**src/rtl/uart_pkg.sv**
```systemverilog
// Shared types, constants and helpers for the UART transmit sequencer.
package uart_pkg;

    localparam int unsigned BYTE_W    = 8;
    localparam int unsigned MAX_BYTES = 8;
    localparam int unsigned LEN_W     = 4;

    typedef enum logic [2:0] {
        IDLE,
        LOAD,
        WAIT_ACK,
        WAIT_DONE,
        GAP
    } state_t;

    // A zero length still sends one byte; anything beyond the payload is cut to the payload size.
    function automatic logic [LEN_W-1:0] clamp_len(input logic [LEN_W-1:0] len,
                                                   input int unsigned      max_b);
        logic [LEN_W-1:0] r;
        r = len;
        if (len == '0) begin
            r = LEN_W'(1);
        end else if (32'(len) > max_b) begin
            r = LEN_W'(max_b);
        end
        return r;
    endfunction

endpackage

```
**src/rtl/sync_2ff.sv**
```systemverilog
// Single-bit two-flop synchroniser with asynchronous active-high clear.
module sync_2ff (
    input  logic clk,
    input  logic rst,
    input  logic d_i,
    output logic q_o
);

    logic meta_q;
    logic sync_q;

    always_ff @(posedge clk or posedge rst) begin
        if (rst) begin
            meta_q <= 1'b0;
            sync_q <= 1'b0;
        end else begin
            meta_q <= d_i;
            sync_q <= meta_q;
        end
    end

    assign q_o = sync_q;

endmodule

```
**src/rtl/uart_tx_sequencer.sv**
```systemverilog
// Round-robin two-requester message scheduler feeding a baud-domain UART
// transmitter one byte at a time over a level start/busy handshake.
module uart_tx_sequencer #(
    parameter int unsigned MAX_BYTES   = uart_pkg::MAX_BYTES,
    parameter int unsigned GAP_CYCLES  = 16,
    parameter int unsigned ACK_TIMEOUT = 400000
) (
    input  logic                               clk,
    input  logic                               rst,
    input  logic [1:0]                         req,
    input  logic [uart_pkg::BYTE_W*MAX_BYTES-1:0] payload0,
    input  logic [uart_pkg::BYTE_W*MAX_BYTES-1:0] payload1,
    input  logic [3:0]                         len0,
    input  logic [3:0]                         len1,
    output logic [1:0]                         done,
    output logic [1:0]                         abort,
    output logic [1:0]                         gnt,
    output logic [uart_pkg::BYTE_W-1:0]        tx_data,
    output logic                               tx_start,
    input  logic                               tx_busy
);

    import uart_pkg::*;

    localparam int unsigned PAY_W   = BYTE_W * MAX_BYTES;
    localparam int unsigned CNT_MAX = (ACK_TIMEOUT > GAP_CYCLES) ? ACK_TIMEOUT : GAP_CYCLES;
    localparam int unsigned CNT_W   = $clog2(CNT_MAX + 1);
    localparam logic [CNT_W-1:0] ACK_LAST = CNT_W'(ACK_TIMEOUT - 1);
    localparam logic [CNT_W-1:0] GAP_LAST = CNT_W'((GAP_CYCLES == 0) ? 0 : GAP_CYCLES - 1);

    state_t              state_q, state_d;
    logic [1:0]          gnt_q, gnt_d;
    logic [1:0]          done_q, done_d;
    logic [1:0]          abort_q, abort_d;
    logic                rr_q, rr_d;
    logic [PAY_W-1:0]    pay_q, pay_d;
    logic [LEN_W-1:0]    len_q, len_d;
    logic [LEN_W-1:0]    idx_q, idx_d;
    logic [CNT_W-1:0]    cnt_q, cnt_d;
    logic [BYTE_W-1:0]   txd_q, txd_d;
    logic                txs_q, txs_d;
    logic                bsy, bsy_q;
    logic                bsy_rise, bsy_fall;
    logic                pick1;
    logic [LEN_W-1:0]    idx_inc;
    logic [BYTE_W-1:0]   byte_sel;

    sync_2ff u_busy_sync (
        .clk (clk),
        .rst (rst),
        .d_i (tx_busy),
        .q_o (bsy)
    );

    assign bsy_rise = bsy & ~bsy_q;
    assign bsy_fall = ~bsy & bsy_q;

    always_comb begin
        byte_sel = '0;
        for (int i = 0; i < int'(MAX_BYTES); i++) begin
            if (idx_q == LEN_W'(i)) begin
                byte_sel = pay_q[i*BYTE_W +: BYTE_W];
            end
        end
    end

    always_comb begin
        state_d = state_q;
        gnt_d   = gnt_q;
        done_d  = '0;
        abort_d = '0;
        rr_d    = rr_q;
        pay_d   = pay_q;
        len_d   = len_q;
        idx_d   = idx_q;
        cnt_d   = cnt_q;
        txd_d   = txd_q;
        txs_d   = txs_q;
        pick1   = req[1] & (~req[0] | rr_q);
        idx_inc = idx_q + LEN_W'(1);

        case (state_q)
            IDLE: begin
                // Hold off one extra cycle after a completion so gnt is seen low for two cycles.
                if ((|req) && !(|done_q) && !(|abort_q)) begin
                    gnt_d   = pick1 ? 2'b10 : 2'b01;
                    rr_d    = ~pick1;
                    pay_d   = pick1 ? payload1 : payload0;
                    len_d   = clamp_len(pick1 ? len1 : len0, MAX_BYTES);
                    idx_d   = '0;
                    state_d = LOAD;
                end
            end
            LOAD: begin
                txd_d   = byte_sel;
                txs_d   = 1'b1;
                cnt_d   = '0;
                state_d = WAIT_ACK;
            end
            WAIT_ACK: begin
                if (bsy_rise) begin
                    txs_d   = 1'b0;
                    state_d = WAIT_DONE;
                end else if (cnt_q == ACK_LAST) begin
                    txs_d   = 1'b0;
                    abort_d = gnt_q;
                    gnt_d   = '0;
                    state_d = IDLE;
                end else begin
                    cnt_d = cnt_q + CNT_W'(1);
                end
            end
            WAIT_DONE: begin
                if (bsy_fall) begin
                    idx_d = idx_inc;
                    cnt_d = '0;
                    if (idx_inc == len_q) begin
                        done_d  = gnt_q;
                        gnt_d   = '0;
                        state_d = IDLE;
                    end else begin
                        state_d = GAP;
                    end
                end
            end
            GAP: begin
                if (GAP_CYCLES == 0 || cnt_q == GAP_LAST) begin
                    state_d = LOAD;
                end else begin
                    cnt_d = cnt_q + CNT_W'(1);
                end
            end
            default: state_d = IDLE;
        endcase
    end

    always_ff @(posedge clk or posedge rst) begin
        if (rst) begin
            state_q <= IDLE;
            gnt_q   <= '0;
            done_q  <= '0;
            abort_q <= '0;
            rr_q    <= 1'b0;
            pay_q   <= '0;
            len_q   <= '0;
            idx_q   <= '0;
            cnt_q   <= '0;
            txd_q   <= '0;
            txs_q   <= 1'b0;
            bsy_q   <= 1'b0;
        end else begin
            state_q <= state_d;
            gnt_q   <= gnt_d;
            done_q  <= done_d;
            abort_q <= abort_d;
            rr_q    <= rr_d;
            pay_q   <= pay_d;
            len_q   <= len_d;
            idx_q   <= idx_d;
            cnt_q   <= cnt_d;
            txd_q   <= txd_d;
            txs_q   <= txs_d;
            bsy_q   <= bsy;
        end
    end

    assign gnt      = gnt_q;
    assign done     = done_q;
    assign abort    = abort_q;
    assign tx_data  = txd_q;
    assign tx_start = txs_q;

endmodule

```
**config.mk**
```make
export PLATFORM = sky130hd
export DESIGN_NAME = uart_tx_sequencer
export DESIGN_NICKNAME = d
export VERILOG_FILES = /design/src/rtl/uart_pkg.sv /design/src/rtl/sync_2ff.sv /design/src/rtl/uart_tx_sequencer.sv
export SDC_FILE = /design/constraint.sdc
export NUM_CORES = 1
export LEC_CHECK = 0
export CAP_MARGIN = 20
export CORE_UTILIZATION = 45
export CTS_CLUSTER_SIZE = 14
export DETAILED_ROUTE_END_ITERATION = 10
export PLACE_DENSITY = 0.71
export SYNTH_ARGS = -nofsm -noshare
export SYNTH_HDL_FRONTEND = slang
export SYNTH_SLANG_ARGS = --single-unit
```
**constraint.sdc**
```tcl
create_clock -name clk -period 8.9 [get_ports clk]
set_clock_uncertainty 0.05 [all_clocks]
set_input_delay 1.78 -clock clk [delete_from_list [all_inputs] [get_ports clk]]
set_output_delay 1.78 -clock clk [all_outputs]
set_load 0.02 [all_outputs]
```
==> results.md <==
* Status: finished, final reports clean
* Clk slew on worst S/H paths at around 0.06 ns
* Hold Fails Final Rpt at 0
* # IOs at around 160
* Clk Latency, worst-skew pair at just over 0.4 ns
* DP HPWL at approximately 11000 µm
* Initial antenna violation count at 0
* Combinational power share at 0.389
* Post-CTS Resized at 0
* Largest net degree at the start of global routing at roughly 130
* Most area-consuming cells after synthesis: dfrtp_1 47%, mux2i_1 11%, a21oi_1 7.1%
* Yosys warns at 0
* Starting Density at 0.470
* EDFF count, synth at 0
* Critical Path RT at 9.20 ns
* Die Ht at between 100 and 150 µm
* TritonCTS Buffers at 17
* Register area share after synthesis at 0.469
* Via count at around 5300
* Arr. time, crit path at 4.78 ns
* Pins over their slew limit at 0
* Global-route wire length before repair at between 20000 and 30000 µm
* Fill cell count at around 1100
* 1st-iter DRT viols at 442
* Post-synth ARST share at 1.00
* Hold buffers post-CTS at 0
* Total of max-cap violations at 0
* NetSw at approximately 920 µW
* CTS tree: built
* Final period utilization at 0.504
* CTS H-Tree Depth at 4
* GRT Total Usage at 0.237
* First-pass detailed-route iteration total at 5
* Avg WL per Cell at 16.5 µm
* Post-synthesis area per instance at about 9.5 µm²
* Vias in the first global route at ~5400
* Top cells by count, synth: 113 x dfrtp_1, 90 x nor2_1, 86 x a21oi_1
* Pint at about 1.5 mW
* Slew at the pin closest to its max-slew limit at 0.907 ns
* Post-synth top flop: dfrtp_1
* Vias per cell at approximately 5.6
* Mapped cell area at 6020 µm²
* Layout Nets at 920
* Multi-input logic area at 2970 µm²
* Most common cell in the netlist: dfrtp_1
* Clock Sinks at around 110
* Antenna Nets Post-Route at 0
* Max-slew headroom at 0.393
* Post-Route Utilization at 0.643
* Critical path class: input pin to flip-flop
* Distinct cell type count of the synthesized netlist at 56
* Power Density at 297 nW/µm²
* PortBufs at 155
* Setup ws final at around 4.4 ns
* Area share of the largest cell type after synthesis at 0.469
* Final Setup Violations at 0
* # DRC at 0
* Worst setup EP type: flip-flop
* Max clock buf depth at 2
* Uppermost routed layer: met4
* Routed length on met2 at between 8000 and 9000 µm
* Layout area overhead at 36.9%
* Fmax achieved at around 220 MHz
* Place WS at ~4 ns
* CP Launch Type: input pin
* FP Rows at 41
* Seq cells post-synth at 113
* Final TNS setup at 0 ns
* GRT overflow at 0
* Switching share of power at 0.375
* Post-synth top area cell: dfrtp_1
* Inserted Diodes at 0
* Pwr Total at 2.45 mW
* Synth Instances at approximately 640
* RSZ-0062 raised after global routing: no
* FF+latch area at roughly 2800 µm²
* Net Count, Synth at a little under 800
* Post-CTS setup buffers at 0
* Clock power frac at 0.261
* Max VDD drop at between 0.1 and 0.15 mV
* M1 WL at just under 7000 µm
* Routed wl met3 at roughly 630 µm
* Die W at between 100 and 150 µm
* Hold Path Class: flip-flop to flip-flop
* CTS Root Cell: clkbuf_16
* Critical Path Fanout Max at 52
* Layout cells sized above 1 at 0.0584
* Min Tclk post-route at approximately 4.5 ns
* Core ar. at between 10000 and 15000 µm²
* GPL Wtd Cong at ~0.84
* Die ar. at 13900 µm²
* Non-filler cells, final at 959
* P_leak at ~3.6 nW
* Placed cells at around 930
* Part of the power in registers at 0.349
* WL final at 15800 µm
==> area by class of cell <==
| class | count | share of cell area |
|---|---|---|
| inverter | 14 | 0.00667 |
| multi-input combinational | 466 | 0.360 |
| timing repair buffer | 162 | 0.197 |
| clock inverter | 11 | 0.0140 |
| sequential | 113 | 0.343 |
| tap | 172 | 0.0261 |
| clock buffer | 21 | 0.0534 |
==> state kept, by name, indices dropped and copies added, names as in the netlist, 2 cells and up <==
| register | flops |
|---|---|
| abort | 2 |
| len_q | 4 |
| tx_data | 8 |
| idx_q | 4 |
| pay_q | 64 |
| cnt_q | 19 |
| gnt | 2 |
| state_q | 3 |
| done | 2 |
==> path summary, 6_finish.rpt <==
path,from,to,slack (ns),cells after the start
worst max-delay path,req[0],len_q[0]$_DFFE_PP0P_,4.42,7
worst min-delay path,u_busy_sync.meta_q$_DFF_PP0_,u_busy_sync.q_o$_DFF_PP0_,0.30,0
worst max register to register,rr_q$_DFFE_PP0P_,len_q[0]$_DFFE_PP0P_,5.95,5
worst min register to register,u_busy_sync.meta_q$_DFF_PP0_,u_busy_sync.q_o$_DFF_PP0_,0.30,0
max in group asynchronous,rst,pay_q[59]$_DFFE_PP0P_,5.80,3
min in group asynchronous,rst,pay_q[16]$_DFFE_PP0P_,1.78,2
==> critical path, cell delays in order <==
cell and delay [ns]:
clkdlybuf4s50_1 0.51, inv_1 0.08, o21ai_4 0.70, buf_4 0.78, mux2_2 0.47, a2111oi_4 0.28
a21o_1 0.12
==> through the flow <==
step,hold WS [ns],cell area (µm²)
2_1_floorplan,0.281,6020
3_3_place_gp,0.287,7660
3_5_place_dp,0.289,7660
4_1_cts,0.302,8210
5_1_grt,0.304,8250
6_report,0.298,8250
==> layout by cell type (no fill, tap or decap), types with 15 or more instances in the layout <==
cell / Yosys / routed
nand2_1: 30 / 30
nor2_1: 90 / 90
clkbuf_16: 0 / 17
nand3_1: 15 / 15
o22ai_1: 25 / 25
mux2i_1: 68 / 68
dfrtp_1: 113 / 113
a21oi_1: 86 / 86
a221oi_1: 17 / 17
clkdlybuf4s50_1: 0 / 155
==> kinds of logic (layout without fill, tap and decap cells) <==
kind of cell,count (synthesis),in the layout,synth area share
simple gates,208,208,0.169
xor+xnor,14,14,0.0204
fa+ha+maj,5,5,0.0104
flops,113,113,0.469
compound gates,170,170,0.175
buf+inv,56,208,0.0417
mux,69,69,0.115
==> power groups by stage <==
stage / clock network (mW) / logic, mW / registers, mW
2_1_floorplan: 0 / 0.674 / 0.821
3_3_place_gp: 0 / 0.906 / 0.852
3_5_place_dp: 0 / 0.933 / 0.857
4_1_cts: 0.647 / 0.940 / 0.853
5_1_grt: 0.671 / 1.06 / 0.880
6_report: 0.640 / 0.954 / 0.856
==> metal layers <==
layer,track usage,vias up
li1,-,2589
met1,0.300,2572
met2,0.401,163
met3,0.0436,21
met4,0.0889,0
met5,0,-
Power figures use the tool's default switching activity.
